**src/rtl/bypass_rsp_router_pkg.sv**
```systemverilog
// Shared configuration for the bypass response router: geometry, tag layout
// and the pending-read slot entry.
package bypass_rsp_router_pkg;

  localparam int NUM_REQS        = 4;
  localparam int CACHE_LINE_SIZE = 64;
  localparam int WORD_SIZE       = 4;
  localparam int CORE_TAG_WIDTH  = 3;
  localparam int DRAM_TAG_WIDTH  = 26;
  localparam int PENDING_SIZE    = 4;

  localparam int ID_W           = $clog2(PENDING_SIZE);
  localparam int LANE_W         = $clog2(NUM_REQS);
  localparam int WORDS_PER_LINE = CACHE_LINE_SIZE / WORD_SIZE;
  localparam int WORD_SEL_BITS  = $clog2(WORDS_PER_LINE);
  localparam int LINE_BITS      = CACHE_LINE_SIZE * 8;
  localparam int WORD_BITS      = WORD_SIZE * 8;
  localparam int BYPASS_TAG_BIT = DRAM_TAG_WIDTH - 1;
  localparam int PERF_W         = 44;

  // One outstanding bypass read: where its single word goes back to.
  typedef struct packed {
    logic                      valid;
    logic [LANE_W-1:0]         lane;
    logic [WORD_SEL_BITS-1:0]  wsel;
    logic [CORE_TAG_WIDTH-1:0] tag;
  } slot_t;

  // Lowest index whose busy bit is clear; 0 when everything is busy.
  function automatic logic [ID_W-1:0] lowest_free(input logic [PENDING_SIZE-1:0] busy);
    logic [ID_W-1:0] id;
    id = '0;
    for (int i = PENDING_SIZE - 1; i >= 0; i--) begin
      if (!busy[i]) id = ID_W'(i);
    end
    return id;
  endfunction

endpackage

```
**src/rtl/bypass_rsp_router_lane_reg.sv**
```systemverilog
// Single-entry valid/ready output register for one core lane. A new word may
// load in the same cycle the held word is taken.
module bypass_rsp_lane_reg
  import bypass_rsp_router_pkg::*;
(
  input  logic                      clk,
  input  logic                      reset,
  input  logic                      in_valid,
  output logic                      in_ready,
  input  logic [WORD_BITS-1:0]      in_data,
  input  logic [CORE_TAG_WIDTH-1:0] in_tag,
  output logic                      out_valid,
  input  logic                      out_ready,
  output logic [WORD_BITS-1:0]      out_data,
  output logic [CORE_TAG_WIDTH-1:0] out_tag
);

  logic                      valid_q, valid_d;
  logic [WORD_BITS-1:0]      data_q, data_d;
  logic [CORE_TAG_WIDTH-1:0] tag_q, tag_d;

  assign in_ready  = ~valid_q | out_ready;
  assign out_valid = valid_q;
  assign out_data  = data_q;
  assign out_tag   = tag_q;

  // Next-state: drain on out_ready, load on an accepted input (load wins).
  always_comb begin
    valid_d = valid_q;
    data_d  = data_q;
    tag_d   = tag_q;
    if (out_ready) valid_d = 1'b0;
    if (in_valid && in_ready) begin
      valid_d = 1'b1;
      data_d  = in_data;
      tag_d   = in_tag;
    end
  end

  // Register update; only the valid bit needs a reset value.
  always_ff @(posedge clk) begin
    if (reset) begin
      valid_q <= 1'b0;
    end else begin
      valid_q <= valid_d;
    end
    data_q <= data_d;
    tag_q  <= tag_d;
  end

endmodule

```
**src/rtl/bypass_rsp_router.sv**
```systemverilog
// Bypass DRAM response router. Records outstanding bypass reads in a small
// slot table, turns bypass DRAM responses into single-word per-lane core
// responses, and passes every other response to the cache untouched.
// Optional performance counters are built when BYPASS_RSP_PERF_EN is defined.
module bypass_rsp_router
  import bypass_rsp_router_pkg::*;
(
  input  logic                                     clk,
  input  logic                                     reset,
  input  logic                                     issue_valid,
  input  logic                                     issue_rw,
  input  logic [LANE_W-1:0]                        issue_lane,
  input  logic [WORD_SEL_BITS-1:0]                 issue_wsel,
  input  logic [CORE_TAG_WIDTH-1:0]                issue_tag,
  output logic                                     issue_ready,
  output logic [ID_W-1:0]                          issue_id,
  input  logic                                     dram_rsp_valid,
  input  logic [LINE_BITS-1:0]                     dram_rsp_data,
  input  logic [DRAM_TAG_WIDTH-1:0]                dram_rsp_tag,
  output logic                                     dram_rsp_ready,
  output logic                                     cache_rsp_valid,
  output logic [LINE_BITS-1:0]                     cache_rsp_data,
  output logic [DRAM_TAG_WIDTH-1:0]                cache_rsp_tag,
  input  logic                                     cache_rsp_ready,
  output logic [NUM_REQS-1:0]                      core_rsp_valid,
  output logic [NUM_REQS-1:0][WORD_BITS-1:0]       core_rsp_data,
  output logic [NUM_REQS-1:0][CORE_TAG_WIDTH-1:0]  core_rsp_tag,
  input  logic [NUM_REQS-1:0]                      core_rsp_ready,
  output logic                                     pending_empty,
`ifdef BYPASS_RSP_PERF_EN
  output logic [PERF_W-1:0]                        perf_bypass_reads,
  output logic [PERF_W-1:0]                        perf_bypass_stalls,
`endif
  output logic                                     err_unexpected
);

  slot_t                   slot_q [PENDING_SIZE];
  slot_t                   slot_d [PENDING_SIZE];
  logic [PENDING_SIZE-1:0] busy;
  logic                    full;
  logic                    issue_alloc;
  logic                    err_q, err_d;

  logic                                    is_bypass;
  logic [ID_W-1:0]                         rsp_id;
  slot_t                                   rsp_slot;
  logic                                    rsp_hit;
  logic                                    byp_fire;
  logic [WORDS_PER_LINE-1:0][WORD_BITS-1:0] line_words;
  logic [WORD_BITS-1:0]                    rsp_word;
  logic [NUM_REQS-1:0]                     lane_in_valid;
  logic [NUM_REQS-1:0]                     lane_in_ready;

  genvar gi;

  // Busy vector gathered from the slot table.
  generate
    for (gi = 0; gi < PENDING_SIZE; gi++) begin : g_busy
      assign busy[gi] = slot_q[gi].valid;
    end
  endgenerate

  assign full          = &busy;
  assign pending_empty = ~|busy;
  assign issue_id      = lowest_free(busy);
  // Writes never occupy a slot, so they are never held back by a full table.
  assign issue_ready   = ~full | issue_rw;
  assign issue_alloc   = issue_valid & ~issue_rw & ~full;

  // Response decode: the tag MSB selects bypass, low bits name the slot.
  assign is_bypass  = dram_rsp_tag[BYPASS_TAG_BIT];
  assign rsp_id     = dram_rsp_tag[ID_W-1:0];
  assign rsp_slot   = slot_q[rsp_id];
  assign rsp_hit    = rsp_slot.valid;
  assign line_words = dram_rsp_data;
  assign rsp_word   = line_words[rsp_slot.wsel];

  // Passthrough is purely combinational; data and tag go out verbatim.
  assign cache_rsp_valid = dram_rsp_valid & ~is_bypass;
  assign cache_rsp_data  = dram_rsp_data;
  assign cache_rsp_tag   = dram_rsp_tag;

  // DRAM backpressure: only the target of the current response can stall it.
  // A bypass response for a free slot is always taken so it cannot wedge the port.
  always_comb begin
    dram_rsp_ready = cache_rsp_ready;
    if (is_bypass) begin
      dram_rsp_ready = rsp_hit ? lane_in_ready[rsp_slot.lane] : 1'b1;
    end
  end

  assign byp_fire = dram_rsp_valid & is_bypass & dram_rsp_ready;

  // Per-lane output registers; each lane drains independently.
  generate
    for (gi = 0; gi < NUM_REQS; gi++) begin : g_lane
      assign lane_in_valid[gi] = byp_fire & rsp_hit & (rsp_slot.lane == LANE_W'(gi));

      bypass_rsp_lane_reg u_lane (
        .clk       (clk),
        .reset     (reset),
        .in_valid  (lane_in_valid[gi]),
        .in_ready  (lane_in_ready[gi]),
        .in_data   (rsp_word),
        .in_tag    (rsp_slot.tag),
        .out_valid (core_rsp_valid[gi]),
        .out_ready (core_rsp_ready[gi]),
        .out_data  (core_rsp_data[gi]),
        .out_tag   (core_rsp_tag[gi])
      );
    end
  endgenerate

  // Slot table next state: free the answered slot, record a new read.
  // The freed slot is never the allocated one because issue_id was taken
  // from the current (pre-free) busy vector.
  always_comb begin
    slot_d = slot_q;
    err_d  = err_q;
    if (byp_fire) begin
      if (rsp_hit) slot_d[rsp_id].valid = 1'b0;
      else         err_d = 1'b1;
    end
    if (issue_alloc) begin
      slot_d[issue_id].valid = 1'b1;
      slot_d[issue_id].lane  = issue_lane;
      slot_d[issue_id].wsel  = issue_wsel;
      slot_d[issue_id].tag   = issue_tag;
    end
  end

  // Slot table and sticky error registers.
  always_ff @(posedge clk) begin
    if (reset) begin
      for (int i = 0; i < PENDING_SIZE; i++) slot_q[i] <= '0;
      err_q <= 1'b0;
    end else begin
      for (int i = 0; i < PENDING_SIZE; i++) slot_q[i] <= slot_d[i];
      err_q <= err_d;
    end
  end

  assign err_unexpected = err_q;

`ifdef BYPASS_RSP_PERF_EN
  logic [PERF_W-1:0] reads_q, reads_d;
  logic [PERF_W-1:0] stalls_q, stalls_d;

  // Counter increments; both wrap naturally at the counter width.
  always_comb begin
    reads_d  = reads_q + PERF_W'(issue_alloc);
    stalls_d = stalls_q + PERF_W'(dram_rsp_valid & is_bypass & ~dram_rsp_ready);
  end

  // Performance counter registers.
  always_ff @(posedge clk) begin
    if (reset) begin
      reads_q  <= '0;
      stalls_q <= '0;
    end else begin
      reads_q  <= reads_d;
      stalls_q <= stalls_d;
    end
  end

  assign perf_bypass_reads  = reads_q;
  assign perf_bypass_stalls = stalls_q;
`endif

endmodule

```
**config.mk**
```make
export PLATFORM = sky130hd
export DESIGN_NAME = bypass_rsp_router
export DESIGN_NICKNAME = d
export VERILOG_FILES = /design/src/rtl/bypass_rsp_router_pkg.sv /design/src/rtl/bypass_rsp_router_lane_reg.sv /design/src/rtl/bypass_rsp_router.sv
export SDC_FILE = /design/constraint.sdc
export NUM_CORES = 1
export LEC_CHECK = 0
export ABC_AREA = 1
export ABC_CLOCK_PERIOD_IN_PS = 3070
export CAP_MARGIN = 20
export CORE_AREA = 3 3 485 487
export DETAILED_ROUTE_END_ITERATION = 10
export DIE_AREA = 0 0 488 490
export HOLD_SLACK_MARGIN = 0.03
export PLACE_DENSITY = 0.3
export SLEW_MARGIN = 15
export SYNTH_ARGS = -nofsm -noshare
export SYNTH_HDL_FRONTEND = slang
export SYNTH_SLANG_ARGS = --single-unit
```
**constraint.sdc**
```tcl
create_clock -name clk -period 3.07 [get_ports clk]
set_input_delay 0.7675 -clock clk [delete_from_list [all_inputs] [get_ports clk]]
set_output_delay 0.7675 -clock clk [all_outputs]
set_load 0.1 [all_outputs]
```
After elaboration in Yosys (flattened, before gate mapping):

Index checks and enable logic that the tools add are counted.

* $add $sub $neg: 0
* multipliers: 0
* div/mod/pow operators: 0
* $lt $le $gt $ge: 6
* eq/ne operators: 3
* shift-type cells: 0
* mux-type cells: 39
* bitwise gates (word level): 25
* reductions and logical operators: 15

Operator list (number)
* $bwmux 40: 5
* $bmux 32 s4: 1
* $mux 40: 3
* $demux 10 s2: 5
* $mux 10: 4
* $mux 32: 1
* $bmux 10 s2: 1
* $mux 1: 11
* $and 1x1->1: 10
* $mux 9: 1
* $mux 2: 4
* $not 1->1: 8
* $reduce_bool 2->1: 4
* $mux 7: 1
* $ge 3x3->1 const B: 2
* $logic_and 1x1->1: 6
* $lt 3x1->1 const B: 2
* $not 2->3: 2
* $lt 4x5->1 const B: 1
* $or 1x1->1: 5
* $eq 2x2->1 const B: 2
* $reduce_and 4->1: 1
* $reduce_or 4->1: 1
* $lt 2x3->1 const B: 1
* other kinds (6): 6

* register bits: 185
* latch bits: 0
* bits in writable memories: 0
* ROM bits: 0
* input port bits: 557
* output and inout bits: 689
* memories: 0

Depth between registers and ports, before layout:

* depth after elaboration: 15
* depth in mapped cells: 14
* mapped depth without buffers: 13

By module:

Synthesis repeated with hierarchy kept, for this count alone.

* cells, all modules: 2108
* area, all modules: 15857.7 sq um

Modules (own cells, without submodules)
* bypass_rsp_router: times used 1, cells an instance 1944, area an instance 11463.5 sq um, sequential area each 820.8 sq um
* bypass_rsp_lane_reg: times used 4, cells an instance 41, area an instance 1098.6 sq um, sequential area each 1071.0 sq um

Least setup slack after synthesis:

OpenSTA, ideal clock, no wires.

* path kind: reg2out
* start point: reg, netlist name busy[0]
* end point: out pending_empty
* arrival time: 3.274 ns
* required time: 2.303 ns
* setup slack: -0.972 ns
* stages on the path, launching flop included: 2
* buffers on the path: 0
* cells stage by stage: dfxtp_1 nor4_1

* cells in the longest elaborated chain, start to end: 2

Ends and longest elaborated chain
* $reduce_or 4->1: RTL line bypass_rsp_router.sv:64 `assign pending_empty = ~|busy;`
* $logic_not 1->1: RTL line bypass_rsp_router.sv:64
* to (decl): RTL line bypass_rsp_router.sv:29 `output logic pending_empty,`

No other way between the ends.

Worst setup path after layout:

* start point: in dram_rsp_tag[1]
* end point: out dram_rsp_ready

* cells in the longest elaborated chain, start to end: 8

Ends and longest elaborated chain
* from (decl): RTL line bypass_rsp_router.sv:19 `input logic [DRAM_TAG_WIDTH-1:0] dram_rsp_tag,`
* $not 2->3 (not written as such) *: RTL line bypass_rsp_router.sv:73 `assign rsp_slot = slot_q[rsp_id];`
* $bmux 10 s2 *: RTL line bypass_rsp_router.sv:73
* $mux 10 (not written as such) * (2 in series): RTL line bypass_rsp_router.sv:73
* $bmux 1 s2: RTL line bypass_rsp_router.sv:88 `dram_rsp_ready = rsp_hit ? lane_in_ready[rsp_slot.lane] : 1'b1;`
* $mux 1 (not written as such): RTL line bypass_rsp_router.sv:88
* $mux 1 *: RTL line bypass_rsp_router.sv:88
* $mux 1 *: RTL line bypass_rsp_router.sv:87 `if (is_bypass) begin`
* to (decl): RTL line bypass_rsp_router.sv:20 `output logic dram_rsp_ready,`

Mark *: on every way between the ends. The rest lies on a longest branch, timed or not. The select of a mux whose other input is x is not followed.

==> impl_metrics.toml <==
[status]
status = "finished clean"

[routing]
dr.pass1.iters = 5
drt_iter0_markers = 975
num_vias = 18180
drt_wl_total_um = 195000
ant_nets = 0
drcViolationCount = 0
wire_per_inst_um = 31.87
vias_per_cell = 2.972

[sta]
post-route-period-util_pct = 97.72
final-max-slew-violation-count = 0
hold_viol = 0
fin_ws_ns = 0.07005
rsz0062_at_grt = "true"
fin_worst_skew_ns = 0.02458
setup_viol_count_final = 0
slew_headroom_pct = 58.93
worst_pin_slew_ns = 0.6142
fin_crit_ns = 3.000
max_freq_ghz = 0.3333
hold-worst-slack_ns = 0.4706

[setup_path]
critPathLaunchType = "input port"
cp.required_ns = 2.30
arrival_ns = 2.23
path_max_fanout = 5
cp-end-kind = "primary output"
crit_type = "input port to primary output"

[synthesis]
yosys-top-cells-area = "edfxtp_1 26%, buf_4 25%, nand3_1 10%"
synth.top_cell.area_share_pct = 25.69
ys_seq_area_share_pct = 31.19
synthDistinctLibCells = 35
yosysWarnings = 0
synth_area_sq_mm = 0.01637
yosysTopAreaCell = "edfxtp_1"
synthCells = 2262
syn_avg_cell_area_sq_um = 7.235
syn_nets = 2819
synth_seq_cells = 185

[place]
dp_hpwl_um = 177800
gp_congestion = 0.8619
io_buffers = 1199
dpl.cell_count = 6056
place_ws_ns = -1.223

[clocking]
insertion_delay_ns = 0.51
cts_sinks = 185
clk_pin_slew_ns = 0.09
htree_num_levels = 4
cts_tree = "yes"
root_buffer = "clkbuf_16"
ctsHoldBuffers = 0
cts_buffers = 17
cts.path.max_buffers = 2

[power_and_ir_drop]
p_total_w = 0.01306
powerDensity_mw_per_mm2 = 365.4
vdd_drop_max_mv = 0.4337
p_leak_nw = 14.64

[floorplan]
dieArea_sq_mm = 0.2391
die_w_um = 488
start_util_pct = 7.058
fp.coreArea_sq_mm = 0.2319
io_pins = 1246
core.rowCount = 177
die_y_um = 490

[cells_and_area]
final_common_cell = "buf_12"
mostFrequentLayoutCells = "582 x buf_12, 531 x clkdlybuf4s50_1, 363 x nand2_1"
areaGrowthSynthToFinish_pct = 118.4
instances_no_fill = 6117
final_nets = 3595
drive_gt1_share_pct = 33.14

[run]
cap_violations = 0

[grt]
grt_pass1_vias = 18770
antenna_found_initial = 169
gr-total-overflow = 0
grt_max_degree = 46
track_usage_pct = 15.75
grt_pass1_wl_um = 237300

[worst_hold_path]
hp-class = "flop to flop"
==> where the power goes <==
part	switching, W	leakage [nW]	internal, W
registers	0.0000132	1.62	0.00280
logic	0.00506	12.7	0.00279
clock network	0.00122	0.296	0.00117
==> state kept, by name, indices dropped and copies added, names as in the netlist <==
register / count
g_lane.u_lane.out_data: 128
slot_q: 36
busy: 4
g_lane.u_lane.out_valid: 4
err_unexpected: 1
g_lane.u_lane.out_tag: 12
==> synthesized netlist by cell type, drive strengths merged <==
library cell,n
nand3b,1
nand4,3
inv,327
dfxtp,45
o21a,1
a21oi,12
edfxtp,140
o21ai,6
buf,620
a211oi,2
nand2,376
nand3,332
o211ai,128
a22oi,6
nor2,91
nor4,1
o22ai,2
clkinv,2
clkbuf,34
or2,96
nor3,36
o22a,1
==> final timing paths <==
check | start | end | slack [ns] | cells past startpoint
max | dram_rsp_tag[1] | dram_rsp_ready | 0.07 | 14
min | err_unexpected$_SDFFE_PP0P_ | err_unexpected$_SDFFE_PP0P_ | 0.47 | 2
max reg2reg | slot_q[3]$_SDFFE_PP0P_ | g_lane[2].u_lane.out_data[8]$_DFFE_PP_ | 0.41 | 14
min reg2reg | err_unexpected$_SDFFE_PP0P_ | err_unexpected$_SDFFE_PP0P_ | 0.47 | 2
==> timing repair <==
item / CTS / global route
cloned: 2 / 0
endpoints found under the setup margin: 143 / 11
pin swaps: 12 / 9
setup buffers: 4 / 1
resized for setup: 46 / 14
==> stage by stage <==
step                      cell area (sq um)   TNS, ns  util, %
after floorplan                       16370         0        -
after global placement                34790   -163.94    15.00
after detailed placement              34790   -161.30    15.00
after CTS                             35650         0    15.37
after global routing                  35700  -0.02898    15.40
final                                 35740         0    15.41
==> logic make-up (layout without fill, tap and decap cells) <==
family,Yosys count,in the layout,synth area share (%)
buf+inv,983,1771,35.73
simple gates,936,937,26.02
flops,185,185,31.19
compound gates,158,158,7.057
other cells,0,23,0
==> layout make-up <==
| cell class | instances | area [sq um] |
|---|---|---|
| clock buffer | 18 | 429.2 |
| tap | 3043 | 3807 |
| fill | 26040 | 196100 |
| sequential | 185 | 5105 |
| antenna | 23 | 57.56 |
| clock inverter | 14 | 178.9 |
| timing repair buffer | 1410 | 19280 |
| multi-input combinational | 1095 | 5639 |
| inverter | 329 | 1240 |
==> metal layers <==
metal	up-vias	part of all wire, %	GRT usage, %
li1	8266	-	-
met1	8521	37	16.82
met2	994	51	28.98
met3	272	10	6.622
met4	126	1.8	2.525
met5	-	0.42	0
==> critical path: stages <==
cell and delay (ns):
dlygate4sd2_1 0.24, buf_6 0.14, nand2_2 0.08, inv_2 0.04
buf_4 0.16, nand2_1 0.08, nand2_1 0.09, nor2_4 0.13
nor2_1 0.05, nand2_1 0.05, inv_1 0.04, nand2_2 0.07
o21a_4 0.13, buf_12 0.16
Note: power is estimated with default switching activity, not from simulation.
